$ cat src/rtl/cond_pkg.sv
// rtl/cond_pkg.sv - shared condition mnemonics and NZCV flag layout
package cond_pkg;

  localparam int NZCV_W = 4;

  localparam int FLAG_N = 3;
  localparam int FLAG_Z = 2;
  localparam int FLAG_C = 1;
  localparam int FLAG_V = 0;

  typedef enum logic [3:0] {
    EQ = 4'b0000, NE = 4'b0001, CS = 4'b0010, CC = 4'b0011,
    MI = 4'b0100, PL = 4'b0101, VS = 4'b0110, VC = 4'b0111,
    HI = 4'b1000, LS = 4'b1001, GE = 4'b1010, LT = 4'b1011,
    GT = 4'b1100, LE = 4'b1101, AL = 4'b1110, NV = 4'b1111
  } cond_e;

endpackage

$ cat src/rtl/cond_eval_unit_if.sv
// rtl/cond_eval_unit_if.sv - ID/EXE condition-evaluation bundle; master is the pipeline, slave the unit
interface cond_eval_unit_if #(
  parameter int NUM_SLOTS = 1,
  parameter int CNT_W     = 16
);
  import cond_pkg::*;

  logic                   flag_we;
  logic [NZCV_W-1:0]      flag_in;
  logic                   stall;
  logic                   flush;
  logic [NUM_SLOTS-1:0]   in_valid;
  logic [4*NUM_SLOTS-1:0] cond_in;
  logic [NUM_SLOTS-1:0]   out_valid;
  logic [NUM_SLOTS-1:0]   cond_pass;
  logic [NUM_SLOTS-1:0]   cond_illegal;
  logic [NZCV_W-1:0]      flags_out;
  logic [CNT_W-1:0]       squash_cnt;

  modport master (
    output flag_we, flag_in, stall, flush, in_valid, cond_in,
    input  out_valid, cond_pass, cond_illegal, flags_out, squash_cnt
  );

  modport slave (
    input  flag_we, flag_in, stall, flush, in_valid, cond_in,
    output out_valid, cond_pass, cond_illegal, flags_out, squash_cnt
  );

endinterface

$ cat src/rtl/cond_decode.sv
// rtl/cond_decode.sv - combinational ARM condition-field evaluator for one slot
module cond_decode
  import cond_pkg::*;
(
  input  logic [3:0]        cond,
  input  logic [NZCV_W-1:0] flags,
  output logic              pass,
  output logic              illegal
);

  logic n, z, c, v;

  assign n = flags[FLAG_N];
  assign z = flags[FLAG_Z];
  assign c = flags[FLAG_C];
  assign v = flags[FLAG_V];

  always_comb begin
    pass    = 1'b0;
    illegal = 1'b0;
    case (cond)
      EQ: pass = z;
      NE: pass = ~z;
      CS: pass = c;
      CC: pass = ~c;
      MI: pass = n;
      PL: pass = ~n;
      VS: pass = v;
      VC: pass = ~v;
      HI: pass = c & ~z;
      LS: pass = ~c | z;
      GE: pass = (n == v);
      LT: pass = (n != v);
      GT: pass = ~z & (n == v);
      LE: pass = z | (n != v);
      AL: pass = 1'b1;
      // reserved code never commits and is flagged instead
      NV: illegal = 1'b1;
      default: illegal = 1'b1;
    endcase
  end

endmodule

$ cat src/rtl/cond_eval_unit.sv
// rtl/cond_eval_unit.sv - NZCV status register plus registered multi-slot condition evaluation
// Optional same-cycle flag forwarding: COND_FLAG_BYPASS_EN
module cond_eval_unit
  import cond_pkg::*;
#(
  parameter int NUM_SLOTS = 1,
  parameter int CNT_W     = 16
) (
  input logic              clk,
  input logic              rst,
  cond_eval_unit_if.slave  bus
);

  logic [NZCV_W-1:0]    flags_q;
  logic [NZCV_W-1:0]    eval_flags;
  logic [NUM_SLOTS-1:0] eval;
  logic [NUM_SLOTS-1:0] illegal;
  logic [NUM_SLOTS-1:0] valid_q;
  logic [NUM_SLOTS-1:0] pass_q;
  logic [NUM_SLOTS-1:0] illegal_q;
  logic [CNT_W-1:0]     cnt_q;
  logic [2:0]           nfail;
  logic [CNT_W:0]       cnt_sum;
  logic [CNT_W-1:0]     cnt_next;

`ifdef COND_FLAG_BYPASS_EN
  assign eval_flags = bus.flag_we ? bus.flag_in : flags_q;
`else
  assign eval_flags = flags_q;
`endif

  for (genvar i = 0; i < NUM_SLOTS; i++) begin : g_slot
    cond_decode u_decode (
      .cond    (bus.cond_in[4*i +: 4]),
      .flags   (eval_flags),
      .pass    (eval[i]),
      .illegal (illegal[i])
    );
  end

  always_comb begin
    nfail = '0;
    for (int s = 0; s < NUM_SLOTS; s++) begin
      nfail = nfail + 3'(bus.in_valid[s] & ~eval[s]);
    end
  end

  // one spare bit catches the overflow so the counter clamps instead of wrapping
  assign cnt_sum  = {1'b0, cnt_q} + (CNT_W+1)'(nfail);
  assign cnt_next = cnt_sum[CNT_W] ? {CNT_W{1'b1}} : cnt_sum[CNT_W-1:0];

  always_ff @(posedge clk) begin
    if (rst) begin
      flags_q <= '0;
    end else if (bus.flag_we) begin
      flags_q <= bus.flag_in;
    end
  end

  always_ff @(posedge clk) begin
    if (rst) begin
      valid_q   <= '0;
      pass_q    <= '0;
      illegal_q <= '0;
      cnt_q     <= '0;
    end else if (bus.flush) begin
      valid_q   <= '0;
      pass_q    <= '0;
      illegal_q <= '0;
    end else if (!bus.stall) begin
      valid_q   <= bus.in_valid;
      pass_q    <= bus.in_valid & eval;
      illegal_q <= bus.in_valid & illegal;
      cnt_q     <= cnt_next;
    end
  end

  assign bus.out_valid    = valid_q;
  assign bus.cond_pass    = pass_q;
  assign bus.cond_illegal = illegal_q;
  assign bus.flags_out    = flags_q;
  assign bus.squash_cnt   = cnt_q;

endmodule

$ cat src/flat_wrapper.sv
// flat-port wrapper written by rule: the top's interface ports become plain ports
module cond_eval_unit_flat import cond_pkg::*;
#(
  parameter int NUM_SLOTS = 1,
  parameter int CNT_W     = 16
)
  (clk, rst, bus_flag_we, bus_flag_in, bus_stall, bus_flush, bus_in_valid, bus_cond_in, bus_out_valid, bus_cond_pass, bus_cond_illegal, bus_flags_out, bus_squash_cnt);
  cond_eval_unit_if #(.NUM_SLOTS(NUM_SLOTS), .CNT_W(CNT_W)) bus_i ();
  input logic clk;
  input logic rst;
  input wire logic [$bits(bus_i.flag_we)-1:0] bus_flag_we;
  input wire logic [$bits(bus_i.flag_in)-1:0] bus_flag_in;
  input wire logic [$bits(bus_i.stall)-1:0] bus_stall;
  input wire logic [$bits(bus_i.flush)-1:0] bus_flush;
  input wire logic [$bits(bus_i.in_valid)-1:0] bus_in_valid;
  input wire logic [$bits(bus_i.cond_in)-1:0] bus_cond_in;
  output wire logic [$bits(bus_i.out_valid)-1:0] bus_out_valid;
  output wire logic [$bits(bus_i.cond_pass)-1:0] bus_cond_pass;
  output wire logic [$bits(bus_i.cond_illegal)-1:0] bus_cond_illegal;
  output wire logic [$bits(bus_i.flags_out)-1:0] bus_flags_out;
  output wire logic [$bits(bus_i.squash_cnt)-1:0] bus_squash_cnt;
  assign bus_i.flag_we = bus_flag_we;
  assign bus_i.flag_in = bus_flag_in;
  assign bus_i.stall = bus_stall;
  assign bus_i.flush = bus_flush;
  assign bus_i.in_valid = bus_in_valid;
  assign bus_i.cond_in = bus_cond_in;
  assign bus_out_valid = bus_i.out_valid;
  assign bus_cond_pass = bus_i.cond_pass;
  assign bus_cond_illegal = bus_i.cond_illegal;
  assign bus_flags_out = bus_i.flags_out;
  assign bus_squash_cnt = bus_i.squash_cnt;
  cond_eval_unit #(.NUM_SLOTS(NUM_SLOTS), .CNT_W(CNT_W)) u_core (.clk(clk), .rst(rst), .bus(bus_i));
endmodule
$ cat config.mk
export PLATFORM = sky130hd
export DESIGN_NAME = cond_eval_unit_flat
export DESIGN_NICKNAME = d
export VERILOG_FILES = /design/src/rtl/cond_pkg.sv /design/src/rtl/cond_eval_unit_if.sv /design/src/rtl/cond_decode.sv /design/src/rtl/cond_eval_unit.sv /design/src/flat_wrapper.sv
export SDC_FILE = /design/constraint.sdc
export NUM_CORES = 1
export LEC_CHECK = 0
export ABC_AREA = 1
export BUFFER_PORTS_ARGS = -buffer_cell sky130_fd_sc_hd__buf_4
export CORE_ASPECT_RATIO = 0.5
export CORE_MARGIN = 2
export CORE_UTILIZATION = 45
export DETAILED_ROUTE_END_ITERATION = 8
export MAX_ROUTING_LAYER = met4
export PLACE_DENSITY = 0.82
export SETUP_SLACK_MARGIN = 0.2
export SLEW_MARGIN = 15
export SYNTH_ARGS = -nofsm -noshare
export SYNTH_HDL_FRONTEND = slang
export SYNTH_SLANG_ARGS = --single-unit
$ cat constraint.sdc
create_clock -name clk -period 3.3 [get_ports clk]
set_input_delay 0.495 -clock clk [delete_from_list [all_inputs] [get_ports clk]]
set_output_delay 0.495 -clock clk [all_outputs]
set_load 0.02 [all_outputs]
==> impl_metrics.ini, run 1 <==
[status]
status = complete, no violations

[clock_tree]
cts_hold_buffers = 0
cts.clk_slew.worst_paths_ns = 0.09
clk_latency_ns = 0.27
postCtsResizedCells = 0
post_cts_buffers = 0
cts_num_sinks = 23
clk_path_buf_depth = 2
cts_buffers = 3
root_buffer = clkbuf_8
cts_tree = built
h-tree-depth = 1

[pwr]
power.share.clock = 0.328
p_total_uw = 535
leakagePower_uw = 0.000785
swShare = 0.258
sequentialPowerShare = 0.536
vdd_ir_drop_max_uv = 160
p_int_uw = 397
comb_power_share = 0.137
powerDensity_nw_per_um2 = 311
p_switching_uw = 138

[layout]
post-route-util = 0.582
final.fill_count = 283
multi_input_area_sq_um = 783
nNetsFinal = 261
regArea_sq_um = 460
drive_gt1_frac = 0.221
diodes = 0
area_growth_pct = 25.3
fin_area_sq_um = 1720

[place]
placed_cell_area_sq_um = 1680
io_buffers = 36
finalWeightedCongestion = 0.864
dpl.hpwl_um = 2400

[logic_synthesis]
ys_seq_elements = 23
synth-seq-area-share = 0.335
yosys-top-cells-count = 50 x nand2_1, 30 x inv_1, 23 x dfxtp_1, 20 x nor2_1, 18 x nand3_1
netlist.area_leader.share = 0.335
synth.most_common_cell = nand2_1
synthFlopType = dfxtp_1
synth_area_sq_um = 1380
synth_top_cell_by_area = dfxtp_1
synthDistinctLibCells = 28
syn-instance-count = 207
syn_avg_cell_area_sq_um = 6.64
synth.area.top_cells = dfxtp_1 33%, nand2_1 14%, inv_1 8.2%, nand3_1 6.6%, a21oi_1 5.8%
synth_edf_count = 0
synth_async_sr_flop_share = 0
syn_nets = 223
yosys_warnings = 0

[worst_setup_path]
cp_max_fo = 5
critPathTopFamily = simple AND/OR/NAND/NOR gates
reg2reg_setup_slack_ns = 0.95
path_cells = inv_1 > nand2_1 > nand3_1 > nand2_1 > nand2_1 > nand2_1 > nand3_1 > nor2_1 > ha_1 > nand2_1 > inv_1 > nand2_2 > nor2_1 > nand2_1 > or2_2 > a31oi_1
cp_slowest_cell = dfxtp_1
crit_end = u_core.bus.squash_cnt[4]$_SDFFE_PP0P_
crit_path_frequent_cell = nand2_1
r2r-start = u_core.bus.flags_out[3]$_SDFFE_PP0P_
end_kind = register
reg2reg_depth = 16
timing.critical_path.depth = 16
worstSetupStartpoint = u_core.bus.flags_out[3]$_SDFFE_PP0P_
cpPeakStageDelay_ns = 0.38
critPathArrivalTime_ns = 2.55
timing.rr.end = u_core.bus.squash_cnt[4]$_SDFFE_PP0P_
critPathLaunchType = register
required_ns = 3.50
critPathKind = reg -> reg
path_buf_inv = 2

[detailed_routing]
routed_wl_um = 3040
drtIter0Drc = 122
drcViolationCount = 0
num_vias = 1429
wl_per_cell_um = 10.7
ant_nets = 0
first_pass_iters = 5
avgViaCountPerCell = 5.03

[floorplan]
fp.dieArea_sq_um = 3540
dieHeight_um = 43.1
pin_count = 37
die_w_um = 82.2
start_util = 0.464
coreArea_sq_um = 2960
std_cell_rows = 14

[job]
maxCapViolations = 0

[sta]
relSlewSlack = 0.653
hold_ws_ns = 0.458
worst_pin_slew_ns = 0.516
slew_viol_final = 0
fmax_mhz = 426
fin_crit_sh = 0.711
rsz0062_at_grt = false
fin_crit_ns = 2.35
finalHoldViolCount = 0
setup_violations = 0
skew_ns = 0.00853
fin_tns_setup_ns = 0

[global_routing]
overflow = 0
grt_pass1_wl_um = 5000
antenna_found_initial = 0
groute.usage.overall = 0.188
grt_start_max_net_pins = 16
first_global_vias = 1195

[hold_path]
min_path_type = in -> reg
## cell usage in the layout (no fill, tap or decap), types with 2 or more instances in the layout
cell type   n
nand2_1    50
buf_4      36
inv_1      30
dfxtp_1    23
nor2_1     20
nand3_1    18
a21oi_1    16
o21ai_0     7
nor3_1      6
nand4_1     5
nand2_2     4
xor2_1      4
or2_2       3
a31oi_1     3
clkbuf_8    3
a21oi_2     2
ha_1        2
## routing by layer
layer / GRT usage / wire length [um]
met1: 0.234 / 1410
met2: 0.312 / 1470
met3: 0.0447 / 139
met4: 0.0400 / 21
met5: - / 0
## stage by stage
stage | setup slack (ns) | instances
finish | 0.954 | 284
floorplan | 0.878 | 207
CTS | 0.937 | 284
detailed placement | 0.706 | 280
global placement | 0.773 | 280
global route | 0.613 | 284
## logic make-up after synthesis
| kind of cell | count (synthesis) | synth area share |
|---|---|---|
| AND/OR/NAND/NOR | 114 | 0.397 |
| buffers and inverters | 33 | 0.0955 |
| AO/OA/AOI/OAI | 29 | 0.116 |
| flip-flops | 23 | 0.335 |
| XOR/XNOR | 5 | 0.0318 |
| adder cells (fa/ha/maj) | 2 | 0.0182 |
| multiplexers | 1 | 0.00728 |
## flip-flops by register name (all words and copies together), names as in the netlist
name / flops
u_core.bus.out_valid: 1
u_core.bus.squash_cnt: 16
u_core.bus.flags_out: 4
u_core.bus.cond_illegal: 1
u_core.bus.cond_pass: 1
## power by group through the flow
stage                     Combinational, uW  Clock (uW)  Sequential (uW)
final                                  73.1         175              287
after global routing                   82.8         188              288
after CTS                              73.2         180              287
after detailed placement               72.8           0              293
after global placement                 71.3           0              294
after floorplan                        37.2           0              299
## worst min-delay path by stage
stage	startpoint	end	slack [ns]	depth (start not counted)
floorplan	u_core.bus.cond_illegal$_SDFFE_PP0N_	u_core.bus.cond_illegal$_SDFFE_PP0N_	0.54	2
global placement	u_core.bus.cond_illegal$_SDFFE_PP0N_	u_core.bus.cond_illegal$_SDFFE_PP0N_	0.46	2
detailed placement	u_core.bus.cond_pass$_SDFFE_PP0N_	u_core.bus.cond_pass$_SDFFE_PP0N_	0.46	2
CTS	bus_flag_in[2]	u_core.bus.flags_out[2]$_SDFFE_PP0P_	0.46	3
global route	bus_flag_in[2]	u_core.bus.flags_out[2]$_SDFFE_PP0P_	0.47	3
finish	bus_flag_in[2]	u_core.bus.flags_out[2]$_SDFFE_PP0P_	0.46	3
## tightest hold or removal path: stages
cell and delay, ns:
buf_4 0.08, nor2_1 0.03, nor2_1 0.08
## area by class of cell
| type | count | share of cell area |
|---|---|---|
| clock buffers | 3 | 0.0240 |
| repair buffers | 36 | 0.157 |
| clock inverters | 1 | 0.00290 |
| flip-flops and latches | 23 | 0.267 |
| multi-input cells | 151 | 0.455 |
| well taps | 40 | 0.0290 |
| inverters | 30 | 0.0654 |
No activity file was read; power rests on OpenSTA's default activity.
==> inputs of run 2 (changes only) <==
==> constraint.sdc (replaced) <==
create_clock -name clk -period 2.2 [get_ports clk]
set_input_delay 0.33 -clock clk [delete_from_list [all_inputs] [get_ports clk]]
set_output_delay 0.33 -clock clk [all_outputs]
set_load 0.02 [all_outputs]
==> run 2 against run 1 <==
  * The run now ends with setup timing left
  * Count of clock-buffer cells in the layout is 1 higher
  * Core utilization is 13 points higher
  * Final cell count is 8.1% higher
  * Sequential power is 51% higher
  * Critical endpoint unchanged
==> impl_metrics.ini, run 2 (same netlist as run 1, synthesis figures left out) <==
[status]
status = finished, violations left
violations = setup timing

[sta]
finalHoldViolCount = 0
relSlewSlack = 0.440
worst_pin_slew_ns = 0.834
skew_ns = 0.00537
hold_ws_ns = 0.339
fin_crit_ns = 2.39
slew_viol_final = 0
setup_violations = 14
fmax_mhz = 418
setup_slack_ns = -0.191
rsz0062_at_grt = true
fin_crit_sh = 1.09

[layout]
layout_common_cells = 52 x buf_4, 41 x nand2_1, 26 x inv_1
drive_gt1_frac = 0.419
area_growth_pct = 52.9
diodes = 0
largest_reg_flops = 16
nNetsFinal = 284
mostFrequentLayoutCell = buf_4
fin_area_sq_um = 2100

[worst_setup_path]
timing.critical_path.depth = 19
worstSetupStartpoint = u_core.bus.flags_out[3]$_SDFFE_PP0P_
critPathKind = reg -> reg
path_buf_inv = 5
crit_end = u_core.bus.squash_cnt[4]$_SDFFE_PP0P_
critPathTopFamily = simple AND/OR/NAND/NOR gates
cpPeakStageDelay_ns = 0.39
cp_max_fo = 4
cp_slowest_cell = dfxtp_4
timing.rr.end = u_core.bus.squash_cnt[4]$_SDFFE_PP0P_
critPathLaunchType = register
reg2reg_depth = 19
critPathArrivalTime_ns = 2.54
required_ns = 2.35
path_cells = inv_4 > nand2_4 > nand2_2 > nand2_2 > a21boi_2 > nor2_1 > nand3_2 > nor2_4 > ha_4 > nand2_4 > inv_2 > nand2_4 > buf_6 > nor2_4 > nand2_2 > buf_6 > buf_6 > nand2_1 > a31oi_1
reg2reg_setup_slack_ns = -0.19
r2r-start = u_core.bus.flags_out[3]$_SDFFE_PP0P_
end_kind = register

[hold_path]
min_path_type = in -> reg
hold_depth = 3

[job]
maxCapViolations = 0

[clock_tree]
cts.clk_slew.worst_paths_ns = 0.08
cts_num_sinks = 23
h-tree-depth = 1
clk_path_buf_depth = 2
clk_latency_ns = 0.27
cts_buffers = 3
cts_tree = built
root_buffer = clkbuf_8

[pwr]
powerDensity_nw_per_um2 = 411
comb_power_share = 0.184
swShare = 0.281
p_int_uw = 621
power.share.clock = 0.313
sequentialPowerShare = 0.502
leakagePower_uw = 0.000978
p_switching_uw = 243
p_total_uw = 863
vdd_ir_drop_max_uv = 187

[detailed_routing]
first_pass_iters = 7
avgViaCountPerCell = 5.75
ant_nets = 0
drcViolationCount = 0
num_vias = 1765
wl_per_cell_um = 16.6
routed_wl_um = 5100
drtIter0Drc = 168

[place]
place_ws_ns = -0.0972
dpl.hpwl_um = 2430
io_buffers = 36
finalWeightedCongestion = 0.859
placed_cell_area_sq_um = 1770

[floorplan]
coreArea_sq_um = 2960
dieHeight_um = 43.1
pin_count = 37
die_w_um = 82.2
std_cell_rows = 14
start_util = 0.464
fp.dieArea_sq_um = 3540

[global_routing]
first_global_vias = 1493
grt_pass1_wl_um = 6450
antenna_found_initial = 0
overflow = 0
groute.usage.overall = 0.244
grt_start_max_net_pins = 16
## run 2: cell count changes in the layout (fill, tap and decap cells not counted), sizes merged
| cell | change |
|---|---|
| clkbuf | +1 |
| buf | +22 |
| nand4 | +1 |
| clkinv | -1 |
## run 2: timing repair
| item | CTS | global route |
|---|---|---|
| pin swaps | 9 | 14 |
| resized for setup | 19 | 22 |
| setup buffers | 8 | 6 |
| endpoints found under the setup margin | 15 | 16 |
| cloned | 1 | 0 |
| hold buffers | 0 | 0 |
## run 2: stage by stage
stage                util  std cells  setup TNS [ns]
floorplan               -        207               0
global placement    0.599        288          -0.283
detailed placement  0.599        288           -1.03
CTS                 0.664        301               0
global route        0.710        307           -3.40
finish              0.710        307           -1.65
## run 2: power by group through the flow
| stage | Clock, uW | Sequential (uW) | Combinational, uW |
|---|---|---|---|
| 2_1_floorplan | 0 | 448 | 62.3 |
| 3_3_place_gp | 0 | 440 | 114 |
| 3_5_place_dp | 0 | 440 | 117 |
| 4_1_cts | 270 | 432 | 131 |
| 5_1_grt | 285 | 435 | 170 |
| 6_report | 270 | 434 | 159 |
## run 2: worst reg2reg max path, delay by kind of cell, from the launching register on
family	cells	cell delay [ns]
flops	1	0.39
buf+inv	5	0.48
compound gates	2	0.17
fa+ha+maj	1	0.16
simple gates	11	1.07
## run 2: cell type report
cell class                 count  area [sq um]
multi-input combinational    152           958
fill                         203           858
sequential                    23           473
timing repair buffer          58           458
inverter                      30           118
tap                           40          50.0
clock buffer                   4          45.0
## run 2: layer usage
metal | up-vias | wire length, um | GRT usage
met5 | - | 0 | -
met4 | 0 | 267 | 0.107
met3 | 45 | 433 | 0.0447
met2 | 130 | 2330 | 0.420
met1 | 794 | 2070 | 0.278
li1 | 796 | - | -
## run 2: worst min path at each step
| stage | to | slack [ns] | start |
|---|---|---|---|
| global placement | u_core.bus.cond_illegal$_SDFFE_PP0N_ | 0.45 | u_core.bus.cond_illegal$_SDFFE_PP0N_ |
| CTS | u_core.bus.flags_out[2]$_SDFFE_PP0P_ | 0.30 | bus_flag_in[2] |
| global route | u_core.bus.squash_cnt[3]$_SDFFE_PP0P_ | 0.36 | rst |
| floorplan | u_core.bus.squash_cnt[14]$_SDFFE_PP0P_ | 0.40 | rst |
| detailed placement | u_core.bus.cond_illegal$_SDFFE_PP0N_ | 0.46 | u_core.bus.cond_illegal$_SDFFE_PP0N_ |
| finish | u_core.bus.out_valid$_SDFFE_PP0N_ | 0.34 | bus_stall |
==> inputs of run 3 (changes only) <==
--- a/config.mk
+++ b/config.mk
@@ -17,4 +17,5 @@
 export SLEW_MARGIN = 15
 export SYNTH_ARGS = -nofsm -noshare
 export SYNTH_HDL_FRONTEND = slang
+export SYNTH_HIERARCHICAL = 1
 export SYNTH_SLANG_ARGS = --single-unit
==> run 3 against run 2 <==
  * The run now ends clean
  * Non-clock buffer count fell by 12
  * Via count fell by 14%
  * Sequential power barely moved
  * Combinational power fell by 15%
  * Wire length fell by 30%
  * First-iteration DRC count fell by 51%
  * Area after synthesis rose by 3.9%
  * Die area rose by 3.6%
  * Largest power group unchanged
  * Final cell count fell by 0.65%
==> impl_metrics.ini, run 3 <==
[status]
status = complete, no violations

[layout]
drive_gt1_frac = 0.351
post-route-util = 0.647
diodes = 0
final.fill_count = 259
nNetsFinal = 282
largest_reg_flops = 16
regArea_sq_um = 467
mostFrequentLayoutCell = nand2_1
area_growth_pct = 36.5
multi_input_area_sq_um = 923
layout_common_cells = 55 x nand2_1, 44 x buf_4, 31 x nor2_1

[worst_setup_path]
cp_slowest_cell = dfxtp_2
cp_max_fo = 3
r2r-start = u_core/bus.flags_out[3]$_SDFFE_PP0P_
worstSetupStartpoint = u_core/bus.flags_out[3]$_SDFFE_PP0P_
path_cells = inv_2 > nand2_2 > nand2_2 > nand2_2 > nand2_1 > nand2_1 > nand2_1 > nor2_1 > nand2_1 > nor2_4 > ha_4 > nand3_4 > nor2_8 > nand4_4 > buf_4 > nand3_1 > nand2_1 > inv_1
critPathKind = reg -> reg
crit_end = u_core/bus.squash_cnt[14]$_SDFFE_PP0P_
critPathLaunchType = register
reg2reg_depth = 18
end_kind = register
crit_path_frequent_cell = nand2_1
cpPeakStageDelay_ns = 0.36
timing.rr.end = u_core/bus.squash_cnt[14]$_SDFFE_PP0P_
reg2reg_setup_slack_ns = 0.20
critPathArrivalTime_ns = 2.21
required_ns = 2.42

[clock_tree]
cts_tree = built
root_buffer = clkbuf_8
clk_path_buf_depth = 2
h-tree-depth = 1
cts_buffers = 3
cts_num_sinks = 23
cts_hold_buffers = 0
clk_latency_ns = 0.26
cts.clk_slew.worst_paths_ns = 0.08

[global_routing]
antenna_found_initial = 0
first_global_vias = 1312
groute.usage.overall = 0.195
overflow = 0
grt_pass1_wl_um = 5630
grt_start_max_net_pins = 13

[detailed_routing]
routed_wl_um = 3570
num_vias = 1520
drcViolationCount = 0
drtIter0Drc = 82
avgViaCountPerCell = 4.98
first_pass_iters = 4
wl_per_cell_um = 11.7
ant_nets = 0

[pwr]
sequentialPowerShare = 0.517
comb_power_share = 0.162
leakagePower_uw = 0.000920
p_int_uw = 613
powerDensity_nw_per_um2 = 429
swShare = 0.267
power.share.clock = 0.321
p_switching_uw = 223
vdd_ir_drop_max_uv = 257

[sta]
worst_pin_slew_ns = 0.417
rsz0062_at_grt = true
slew_viol_final = 0
finalHoldViolCount = 0
fmax_mhz = 501
fin_crit_ns = 2.00
setup_slack_ns = 0.204
relSlewSlack = 0.722
fin_tns_setup_ns = 0
hold_ws_ns = 0.287
setup_violations = 0
skew_ns = 0.00351
fin_crit_sh = 0.907

[logic_synthesis]
synth_top_cell_by_area = dfxtp_1
synth_area_sq_um = 1430
ys_seq_elements = 23
syn_nets = 233
synthDistinctLibCells = 28
synth.most_common_cell = nand2_1
netlist.area_leader.share = 0.322
synth_async_sr_flop_share = 0
synth.area.top_cells = dfxtp_1 32%, nand2_1 17%, nor2_1 8.9%, inv_1 7.4%, nand3_1 6.0%
syn_avg_cell_area_sq_um = 6.58
synth-seq-area-share = 0.322
yosys-top-cells-count = 65 x nand2_1, 34 x nor2_1, 28 x inv_1, 23 x dfxtp_1, 17 x nand3_1
yosys_warnings = 6
synth_edf_count = 0
synthFlopType = dfxtp_1
syn-instance-count = 217

[place]
place_ws_ns = -0.0392
io_buffers = 36
finalWeightedCongestion = 0.960
dpl.hpwl_um = 2590

[floorplan]
coreArea_sq_um = 3010
die_w_um = 83.7
start_util = 0.474
pin_count = 37
fp.dieArea_sq_um = 3670
dieHeight_um = 43.8
std_cell_rows = 14

[hold_path]
min_path_type = in -> reg

[job]
maxCapViolations = 0
[run 3: how the worst min path moves through the flow]
| stage | from | endpoint | slack (ns) | depth (start not counted) |
|---|---|---|---|---|
| 2_1_floorplan | rst | u_core/bus.squash_cnt[8]$_SDFFE_PP0P_ | 0.40 | 1 |
| 3_3_place_gp | u_core/bus.cond_illegal$_SDFFE_PP0N_ | u_core/bus.cond_illegal$_SDFFE_PP0N_ | 0.45 | 2 |
| 3_5_place_dp | u_core/bus.out_valid$_SDFFE_PP0N_ | u_core/bus.out_valid$_SDFFE_PP0N_ | 0.46 | 2 |
| 4_1_cts | bus_flag_in[1] | u_core/bus.flags_out[1]$_SDFFE_PP0P_ | 0.28 | 3 |
| 5_1_grt | bus_flag_in[3] | u_core/bus.flags_out[3]$_SDFFE_PP0P_ | 0.31 | 3 |
| 6_report | bus_flag_in[1] | u_core/bus.flags_out[1]$_SDFFE_PP0P_ | 0.29 | 3 |
[run 3: final cells by class]
type	instances	share of cell area
clock buffers	4	0.0231
flip-flops and latches	23	0.239
repair buffers	46	0.181
well taps	40	0.0257
multi-input cells	162	0.473
inverters	30	0.0577
[run 3: metal layers]
layer	wire, um	vias to the layer above	global-route usage
met4	0	0	0.0258
met3	124	0	0.0419
met5	0	-	-
met2	1810	37	0.331
met1	1640	704	0.250
li1	-	779	-
[run 3: through the flow]
step / power, uW / area [sq um] / instances
after floorplan: 504 / 1440 / 217
after global placement: 554 / 1760 / 293
after detailed placement: 556 / 1760 / 293
after CTS: 833 / 1870 / 304
after global routing: 872 / 1950 / 305
final: 836 / 1950 / 305
[run 3: power groups by stage]
stage	sequential [uW]	combinational [uW]	clock, uW
floorplan	450	54.8	0
global placement	443	111	0
detailed placement	443	113	0
CTS	433	128	272
global route	434	149	289
finish	433	135	268
[run 3: critical path: cells and delay by family, from the launching register on]
| family | cells | cell delay (ns) |
|---|---|---|
| buf+inv | 3 | 0.30 |
| flops | 1 | 0.36 |
| simple gates | 14 | 1.13 |
| fa+ha+maj | 1 | 0.16 |
[run 3: cell families (layout without fill, tap and decap cells)]
group | after synthesis | in the layout | share of synthesized area
adders and majority gates | 2 | 2 | 0.0175
buffers and inverters | 32 | 80 | 0.0893
DFF | 23 | 23 | 0.322
AOI/OAI and AO/OA | 27 | 27 | 0.132
xor gates and xnor gates | 5 | 5 | 0.0307
and+or+nand+nor | 128 | 128 | 0.408
[run 3: repair_timing]
item | in CTS | in global routing
gates resized for setup | 13 | 18
pin swaps | 5 | 7
setup endpoints to repair | 16 | 16
buffers inserted | 7 | 1
